$ cat config.mk
export PLATFORM = sky130hd
export DESIGN_NAME = basic_ctrl_seq
export DESIGN_NICKNAME = d
export VERILOG_FILES = /design/src/rtl/basic_defs.sv /design/src/rtl/seq_counter.sv /design/src/rtl/basic_ctrl_seq.sv
export SDC_FILE = /design/constraint.sdc
export NUM_CORES = 1
export LEC_CHECK = 0
export CAP_MARGIN = 0
export CORE_MARGIN = 2
export CORE_UTILIZATION = 25
export CTS_CLUSTER_DIAMETER = 200
export DETAILED_ROUTE_END_ITERATION = 10
export PLACE_DENSITY_LB_ADDON = 0.3
export RECOVER_POWER = 50
export SLEW_MARGIN = 20
export SYNTH_ARGS = -nofsm -noshare
export SYNTH_HDL_FRONTEND = slang
export SYNTH_SLANG_ARGS = --single-unit
$ cat constraint.sdc
create_clock -name clk -period 1.7 [get_ports clk]
set_input_delay 0.255 -clock clk [delete_from_list [all_inputs] [get_ports clk]]
set_output_delay 0.255 -clock clk [all_outputs]
set_load 0.02 [all_outputs]
$ cat src/rtl/basic_defs.sv
// Shared encodings for the basic-computer sequencer: bus selects, ALU ops, opcodes, T-steps.
// Latency: n/a (types and constants only).
// Backpressure: n/a.
package basic_defs;

    // Common-bus source select driven into the bus multiplexer.
    typedef enum logic [2:0] {
        BUS_NONE = 3'd0,
        BUS_AR   = 3'd1,
        BUS_PC   = 3'd2,
        BUS_DR   = 3'd3,
        BUS_AC   = 3'd4,
        BUS_IR   = 3'd5,
        BUS_TR   = 3'd6,
        BUS_MEM  = 3'd7
    } bus_sel_e;

    // ALU function applied when the accumulator loads.
    typedef enum logic [2:0] {
        ALU_PASS_DR = 3'd0,
        ALU_AND     = 3'd1,
        ALU_ADD     = 3'd2,
        ALU_COM     = 3'd3,
        ALU_SHR     = 3'd4,
        ALU_SHL     = 3'd5
    } alu_op_e;

    // Decoded opcode D = ir[14:12]; 7 covers register-reference and I/O.
    typedef enum logic [2:0] {
        OP_AND = 3'd0,
        OP_ADD = 3'd1,
        OP_LDA = 3'd2,
        OP_STA = 3'd3,
        OP_BUN = 3'd4,
        OP_BSA = 3'd5,
        OP_ISZ = 3'd6,
        OP_REG = 3'd7
    } opcode_e;

    // Timing steps of the sequence counter.
    typedef enum logic [2:0] {
        T0 = 3'd0,
        T1 = 3'd1,
        T2 = 3'd2,
        T3 = 3'd3,
        T4 = 3'd4,
        T5 = 3'd5,
        T6 = 3'd6
    } tstep_e;

    // Instruction field positions (fixed for a 16-bit word).
    localparam int IR_I_BIT  = 15;
    localparam int IR_OP_MSB = 14;
    localparam int IR_OP_LSB = 12;

    // Register-reference micro-operation bits.
    localparam int RR_CLA = 11;
    localparam int RR_CLE = 10;
    localparam int RR_CMA = 9;
    localparam int RR_CME = 8;
    localparam int RR_CIR = 7;
    localparam int RR_CIL = 6;
    localparam int RR_INC = 5;
    localparam int RR_SPA = 4;
    localparam int RR_SNA = 3;
    localparam int RR_SZA = 2;
    localparam int RR_SZE = 1;
    localparam int RR_HLT = 0;

    // All per-cycle control outputs bundled together.
    typedef struct packed {
        bus_sel_e bus_sel;
        alu_op_e  alu_op;
        logic     ar_ld;
        logic     ar_inr;
        logic     pc_ld;
        logic     pc_inr;
        logic     dr_ld;
        logic     dr_inr;
        logic     ac_ld;
        logic     ac_clr;
        logic     ac_inr;
        logic     ir_ld;
        logic     tr_ld;
        logic     e_clr;
        logic     e_cmp;
        logic     e_ld;
        logic     mem_rd;
        logic     mem_wr;
    } ctrl_t;

    // Skip decision for SPA/SNA/SZA/SZE; sk is ir[4:1] (SPA in bit 3).
    function automatic logic rr_skip(input logic [3:0] sk,
                                     input logic       ac_neg,
                                     input logic       ac_zero,
                                     input logic       e_in);
        return (sk[3] & ~ac_neg) |
               (sk[2] &  ac_neg) |
               (sk[1] &  ac_zero) |
               (sk[0] & ~e_in);
    endfunction

endpackage

$ cat src/rtl/seq_counter.sv
// 3-bit timing-step counter (T0..T6) with clear, enable and synchronous active-low reset.
// Latency: count/clear visible one cycle after the enabled edge.
// Backpressure: en low holds the count; clear only acts on an enabled edge.
// Ports: clk, rst_n (sync, active low), en (advance), clr (return to 0), cnt (current step).
module seq_counter (
    input  logic       clk,
    input  logic       rst_n,
    input  logic       en,
    input  logic       clr,
    output logic [2:0] cnt
);

    logic [2:0] cnt_q;
    logic [2:0] cnt_d;

    always_comb begin
        cnt_d = cnt_q;
        if (en) begin
            // Wrap after T6 so the count can never leave the T0..T6 range.
            if (clr || (cnt_q >= 3'd6)) begin
                cnt_d = 3'd0;
            end else begin
                cnt_d = cnt_q + 3'd1;
            end
        end
    end

    always_ff @(posedge clk) begin
        if (!rst_n) begin
            cnt_q <= 3'd0;
        end else begin
            cnt_q <= cnt_d;
        end
    end

    assign cnt = cnt_q;

endmodule

$ cat src/rtl/basic_ctrl_seq.sv
// Instruction sequencer for the 16-bit basic computer: fetch, decode, memory- and register-reference execute.
// Latency: strobes are combinational on sc/D/I/halted plus live ir/ac/dr/e; state moves on enabled edges.
// Backpressure: en low freezes SC, D, I and halted and forces every strobe and bus_sel to 0.
// Ports: clk, rst_n (sync, active low), en; ir/ac/dr/e datapath inputs; bus_sel, register/E/memory
//        strobes and alu_op to the datapath; sc (current step) and halted status.
module basic_ctrl_seq
    import basic_defs::*;
#(
    parameter int DATA_W = 16
) (
    input  logic              clk,
    input  logic              rst_n,
    input  logic              en,
    input  logic [DATA_W-1:0] ir,
    input  logic [DATA_W-1:0] ac,
    input  logic [DATA_W-1:0] dr,
    input  logic              e,
    output logic [2:0]        bus_sel,
    output logic              ar_ld,
    output logic              ar_inr,
    output logic              pc_ld,
    output logic              pc_inr,
    output logic              dr_ld,
    output logic              dr_inr,
    output logic              ac_ld,
    output logic              ac_clr,
    output logic              ac_inr,
    output logic              ir_ld,
    output logic              tr_ld,
    output logic              e_clr,
    output logic              e_cmp,
    output logic              e_ld,
    output logic [2:0]        alu_op,
    output logic              mem_rd,
    output logic              mem_wr,
    output logic [2:0]        sc,
    output logic              halted
);

    opcode_e    d_q, d_d;
    logic       i_q, i_d;
    logic       halted_q, halted_d;
    logic [2:0] sc_cnt;
    logic       sc_clr;
    logic       sc_en;
    logic       active;
    tstep_e     step;
    ctrl_t      ctrl;

    logic       ac_neg;
    logic       ac_zero;
    logic       dr_zero;

    assign ac_neg  = ac[DATA_W-1];
    assign ac_zero = (ac == '0);
    assign dr_zero = (dr == '0);

    // Nothing is driven while stalled, in reset, or after HLT.
    assign active = en & rst_n & ~halted_q;
    // Halted parks SC at 0 (HLT's own T3 already cleared it).
    assign sc_en  = en & ~halted_q;
    assign step   = tstep_e'(sc_cnt);

    seq_counter u_seq_counter (
        .clk   (clk),
        .rst_n (rst_n),
        .en    (sc_en),
        .clr   (sc_clr),
        .cnt   (sc_cnt)
    );

    always_comb begin
        ctrl     = '0;
        sc_clr   = 1'b0;
        d_d      = d_q;
        i_d      = i_q;
        halted_d = halted_q;

        if (active) begin
            case (step)
                T0: begin
                    ctrl.bus_sel = BUS_PC;
                    ctrl.ar_ld   = 1'b1;
                end
                T1: begin
                    ctrl.bus_sel = BUS_MEM;
                    ctrl.mem_rd  = 1'b1;
                    ctrl.ir_ld   = 1'b1;
                    ctrl.pc_inr  = 1'b1;
                end
                T2: begin
                    ctrl.bus_sel = BUS_IR;
                    ctrl.ar_ld   = 1'b1;
                    d_d          = opcode_e'(ir[IR_OP_MSB:IR_OP_LSB]);
                    i_d          = ir[IR_I_BIT];
                end
                T3: begin
                    if (d_q == OP_REG) begin
                        // Register reference (I=0) decodes ir[11:0]; I/O (I=1) is a NOP.
                        if (!i_q) begin
                            ctrl.ac_clr = ir[RR_CLA];
                            ctrl.e_clr  = ir[RR_CLE];
                            ctrl.e_cmp  = ir[RR_CME];
                            ctrl.ac_inr = ir[RR_INC];
                            if (ir[RR_CMA]) begin
                                ctrl.alu_op = ALU_COM;
                                ctrl.ac_ld  = 1'b1;
                            end
                            if (ir[RR_CIR]) begin
                                ctrl.alu_op = ALU_SHR;
                                ctrl.ac_ld  = 1'b1;
                                ctrl.e_ld   = 1'b1;
                            end
                            if (ir[RR_CIL]) begin
                                ctrl.alu_op = ALU_SHL;
                                ctrl.ac_ld  = 1'b1;
                                ctrl.e_ld   = 1'b1;
                            end
                            ctrl.pc_inr = rr_skip(ir[RR_SPA:RR_SZE], ac_neg, ac_zero, e);
                            if (ir[RR_HLT]) begin
                                halted_d = 1'b1;
                            end
                        end
                        sc_clr = 1'b1;
                    end else if (i_q) begin
                        // Indirect: replace AR with the effective address from memory.
                        ctrl.bus_sel = BUS_MEM;
                        ctrl.mem_rd  = 1'b1;
                        ctrl.ar_ld   = 1'b1;
                    end
                end
                T4: begin
                    case (d_q)
                        OP_AND, OP_ADD, OP_LDA, OP_ISZ: begin
                            ctrl.bus_sel = BUS_MEM;
                            ctrl.mem_rd  = 1'b1;
                            ctrl.dr_ld   = 1'b1;
                        end
                        OP_STA: begin
                            ctrl.bus_sel = BUS_AC;
                            ctrl.mem_wr  = 1'b1;
                            sc_clr       = 1'b1;
                        end
                        OP_BUN: begin
                            ctrl.bus_sel = BUS_AR;
                            ctrl.pc_ld   = 1'b1;
                            sc_clr       = 1'b1;
                        end
                        OP_BSA: begin
                            // Store return address at M[AR], then step AR to the subroutine body.
                            ctrl.bus_sel = BUS_PC;
                            ctrl.mem_wr  = 1'b1;
                            ctrl.ar_inr  = 1'b1;
                        end
                        default: sc_clr = 1'b1;
                    endcase
                end
                T5: begin
                    case (d_q)
                        OP_AND: begin
                            ctrl.alu_op = ALU_AND;
                            ctrl.ac_ld  = 1'b1;
                            sc_clr      = 1'b1;
                        end
                        OP_ADD: begin
                            ctrl.alu_op = ALU_ADD;
                            ctrl.ac_ld  = 1'b1;
                            ctrl.e_ld   = 1'b1;
                            sc_clr      = 1'b1;
                        end
                        OP_LDA: begin
                            ctrl.alu_op = ALU_PASS_DR;
                            ctrl.ac_ld  = 1'b1;
                            sc_clr      = 1'b1;
                        end
                        OP_BSA: begin
                            ctrl.bus_sel = BUS_AR;
                            ctrl.pc_ld   = 1'b1;
                            sc_clr       = 1'b1;
                        end
                        OP_ISZ: begin
                            ctrl.dr_inr = 1'b1;
                        end
                        default: sc_clr = 1'b1;
                    endcase
                end
                T6: begin
                    // Only ISZ reaches T6: write back the incremented DR, skip on zero.
                    if (d_q == OP_ISZ) begin
                        ctrl.bus_sel = BUS_DR;
                        ctrl.mem_wr  = 1'b1;
                        ctrl.pc_inr  = dr_zero;
                    end
                    sc_clr = 1'b1;
                end
                default: sc_clr = 1'b1;
            endcase
        end
    end

    always_ff @(posedge clk) begin
        if (!rst_n) begin
            d_q      <= OP_AND;
            i_q      <= 1'b0;
            halted_q <= 1'b0;
        end else begin
            d_q      <= d_d;
            i_q      <= i_d;
            halted_q <= halted_d;
        end
    end

    assign bus_sel = ctrl.bus_sel;
    assign alu_op  = ctrl.alu_op;
    assign ar_ld   = ctrl.ar_ld;
    assign ar_inr  = ctrl.ar_inr;
    assign pc_ld   = ctrl.pc_ld;
    assign pc_inr  = ctrl.pc_inr;
    assign dr_ld   = ctrl.dr_ld;
    assign dr_inr  = ctrl.dr_inr;
    assign ac_ld   = ctrl.ac_ld;
    assign ac_clr  = ctrl.ac_clr;
    assign ac_inr  = ctrl.ac_inr;
    assign ir_ld   = ctrl.ir_ld;
    assign tr_ld   = ctrl.tr_ld;
    assign e_clr   = ctrl.e_clr;
    assign e_cmp   = ctrl.e_cmp;
    assign e_ld    = ctrl.e_ld;
    assign mem_rd  = ctrl.mem_rd;
    assign mem_wr  = ctrl.mem_wr;
    assign sc      = sc_cnt;
    assign halted  = halted_q;

endmodule

==> impl_metrics.tcl <==
set metrics [dict create \
    outcome "complete, but fails checks" \
    violations "negative setup slack" \
    synth.distinct_cells 45 \
    required_ns 1.44 \
    rsz0062_at_grt "yes" \
    cts_hold_buf 0 \
    final_cells 303 \
    cts_htree_levels 1 \
    dp_cells 293 \
    skew_ns 0.00527 \
    holdCritStartpoint "d_q[2]" \
    vias 1471 \
    maxSlewViolCount 0 \
    arrival_ns 1.71 \
    antenna_found_initial 0 \
    finalNetCount 313 \
    cts_sinks 8 \
    final-hold-violation-count 0 \
    dp_hpwl_mm 3.08 \
    synth.area.mux_share_pct 1.16 \
    power.density_nw_per_um2 405 \
    r2r_slack_ns 0.05 \
    crit_type "flop to output port" \
    power_w 0.000940 \
    synth.top_cell.area_share_pct 16.5 \
    dieWidth_microns 66.2 \
    drtAntennaViolNets 0 \
    period_share_pct 116 \
    synthCells 141 \
    drc 0 \
    reg2reg_depth 8 \
    dieHeight_microns 66.2 \
    synthArstFlopShare_pct 0 \
    cts_tree "built" \
    worst_slack_ns -0.264 \
    grt_pass1_vias 1430 \
    start_kind "flop" \
    peakVddDrop_mv 0.387 \
    synth_compound_area_share_pct 26.6 \
    synthXorXnorAreaFrac_pct 0.904 \
    synth_area_per_cell_sq_um 6.87 \
    grt_max_degree 13 \
    maxClockFrequency_mhz 509 \
    row_count 22 \
    utilization_pct 62.9 \
    clk_pin_slew_ns 0.04 \
    min_period_ns 1.96 \
    grt_pass1_wl_mm 5.98 \
    synth_adder_area_share_pct 6.46 \
    whs_endpoint "d_q[2]" \
    initial_utilization_pct 26.3 \
    syn_area_sq_um 968 \
    area_growth_pct 140 \
    drtPass1Iterations 4 \
    synth_top_family_by_area "simple AND/OR/NAND/NOR gates" \
    wl_mm 3.92 \
    cp-startpoint "u_seq_counter.cnt[0]" \
    yosysWarnings 0 \
    synth_flop_cell "dfxtp_1" \
    yosysSeqAreaShare_pct 16.5 \
    max_cap_viol_count 0 \
    gp_congestion 0.879 \
    grt_util_all_layers_pct 17.3 \
    synth_area_leaders "dfxtp_1, nand2_1, ha_1" \
    clock_latency_ns 0.23 \
    gr-total-overflow 0 \
    drt_iter0_markers 37 \
    worstPathMaxFanout 5 \
    synth_nets 198 \
    drive_above_1_share_pct 44.7 \
    synth_edf_count 0 \
    ctsRootBufferMaster "clkbuf_8" \
    hold_path.class "flop to flop" \
    end_kind "output port" \
    leakagePower_nw 0.944 \
    layout_common_cells "clkdlybuf4s50_1, buf_4, nand2_1, buf_6, a21oi_2" \
    dieArea_sq_um 4390 \
    io_buffers 76 \
    synth_seq_cells 8 \
    routedWlPerCell_microns 12.9 \
    via_per_inst 4.85 \
    ioPinCount 78 \
    synth_top_area_cell "dfxtp_1" \
    setup_violations 19 \
    synth-simple-area-share_pct 39.0 \
    rr_startpoint "u_seq_counter.cnt[1]" \
    clockBufferDepth 2 \
    core-area_sq_um 3690 \
    r2r-end "u_seq_counter.cnt[0]" \
    antenna_cells 0 \
    numCtsBuffers 3 \
    hold_depth 2 \
    hold-worst-slack_ns 0.487 \
]
cells by family after synthesis:
family | count (synthesis)
AND/OR/NAND/NOR | 67
AO/OA/AOI/OAI | 41
buffers and inverters | 17
flip-flops | 8
adder cells (fa/ha/maj) | 5
other | 1
XOR/XNOR | 1
multiplexers | 1
synth_stat cells (3+ instances only):
library cell / instances
nand4_1: 4
a31oi_1: 3
nand2_1: 18
dfxtp_1: 8
nor4_1: 6
nand2b_1: 3
nor3_1: 5
nor2b_1: 4
ha_1: 5
buf_4: 3
and2_1: 4
nor2_1: 10
o21ai_1: 8
inv_1: 7
buf_2: 3
nand3_1: 3
a21oi_1: 12
routing by layer:
layer / global-route usage, % / routed length [microns]
met1: 19.1 / 1490
met2: 31.4 / 1860
met3: 4.94 / 518
met4: 5.36 / 49
met5: 0 / 0
what timing repair did:
action	CTS	global route
resized for setup	135	21
endpoints found under the hold margin	0	0
setup buffers	4	2
setup endpoints to repair	24	26
pin swaps	13	8
worst max-delay path: stages (launching register included):
cell and delay [ns]:
dfxtp_4 0.36, buf_4 0.14, ha_4 0.17, and3_1 0.19, a21oi_2 0.13, o22ai_1 0.10
a21oi_1 0.16, nor3_2 0.06, buf_4 0.15
layout make-up:
type / instances / area (sq um)
fill: 339 / 1370
timing repair buffer: 118 / 1040
multi-input combinational: 116 / 970
sequential: 8 / 168
tap: 48 / 60.1
clock buffer: 4 / 45.0
inverter: 9 / 36.3
state kept, by name, indices dropped and copies added (netlist names):
name               count
halted                 1
d_q                    3
i_q                    1
u_seq_counter.cnt      3
report_power, final:
| part | leakage [nW] | switching, W | internal, W |
|---|---|---|---|
| registers | 0.0662 | 0.0000140 | 0.000198 |
| logic | 0.855 | 0.000203 | 0.000286 |
| clock network | 0.0228 | 0.0000769 | 0.000163 |
per-stage QoR:
| stage | setup TNS, ns | worst slack (ns) | instance area (sq um) |
|---|---|---|---|
| after floorplan | -0.216 | -0.0567 | 1040 |
| after global placement | -10.95 | -0.672 | 2080 |
| after detailed placement | -10.87 | -0.739 | 2080 |
| after CTS | -3.71 | -0.270 | 2240 |
| after global routing | -5.61 | -0.388 | 2320 |
| final | -3.51 | -0.264 | 2320 |
worst max path at each step:
| stage | slack [ns] | depth (start not counted) | end |
|---|---|---|---|
| finish | -0.26 | 8 | bus_sel[0] |
| global route | -0.39 | 7 | ac_clr |
| CTS | -0.27 | 8 | bus_sel[0] |
| detailed placement | -0.74 | 7 | pc_inr |
| global placement | -0.67 | 7 | pc_inr |
| floorplan | -0.06 | 7 | bus_sel[0] |
(Power assumes the default switching activity.)
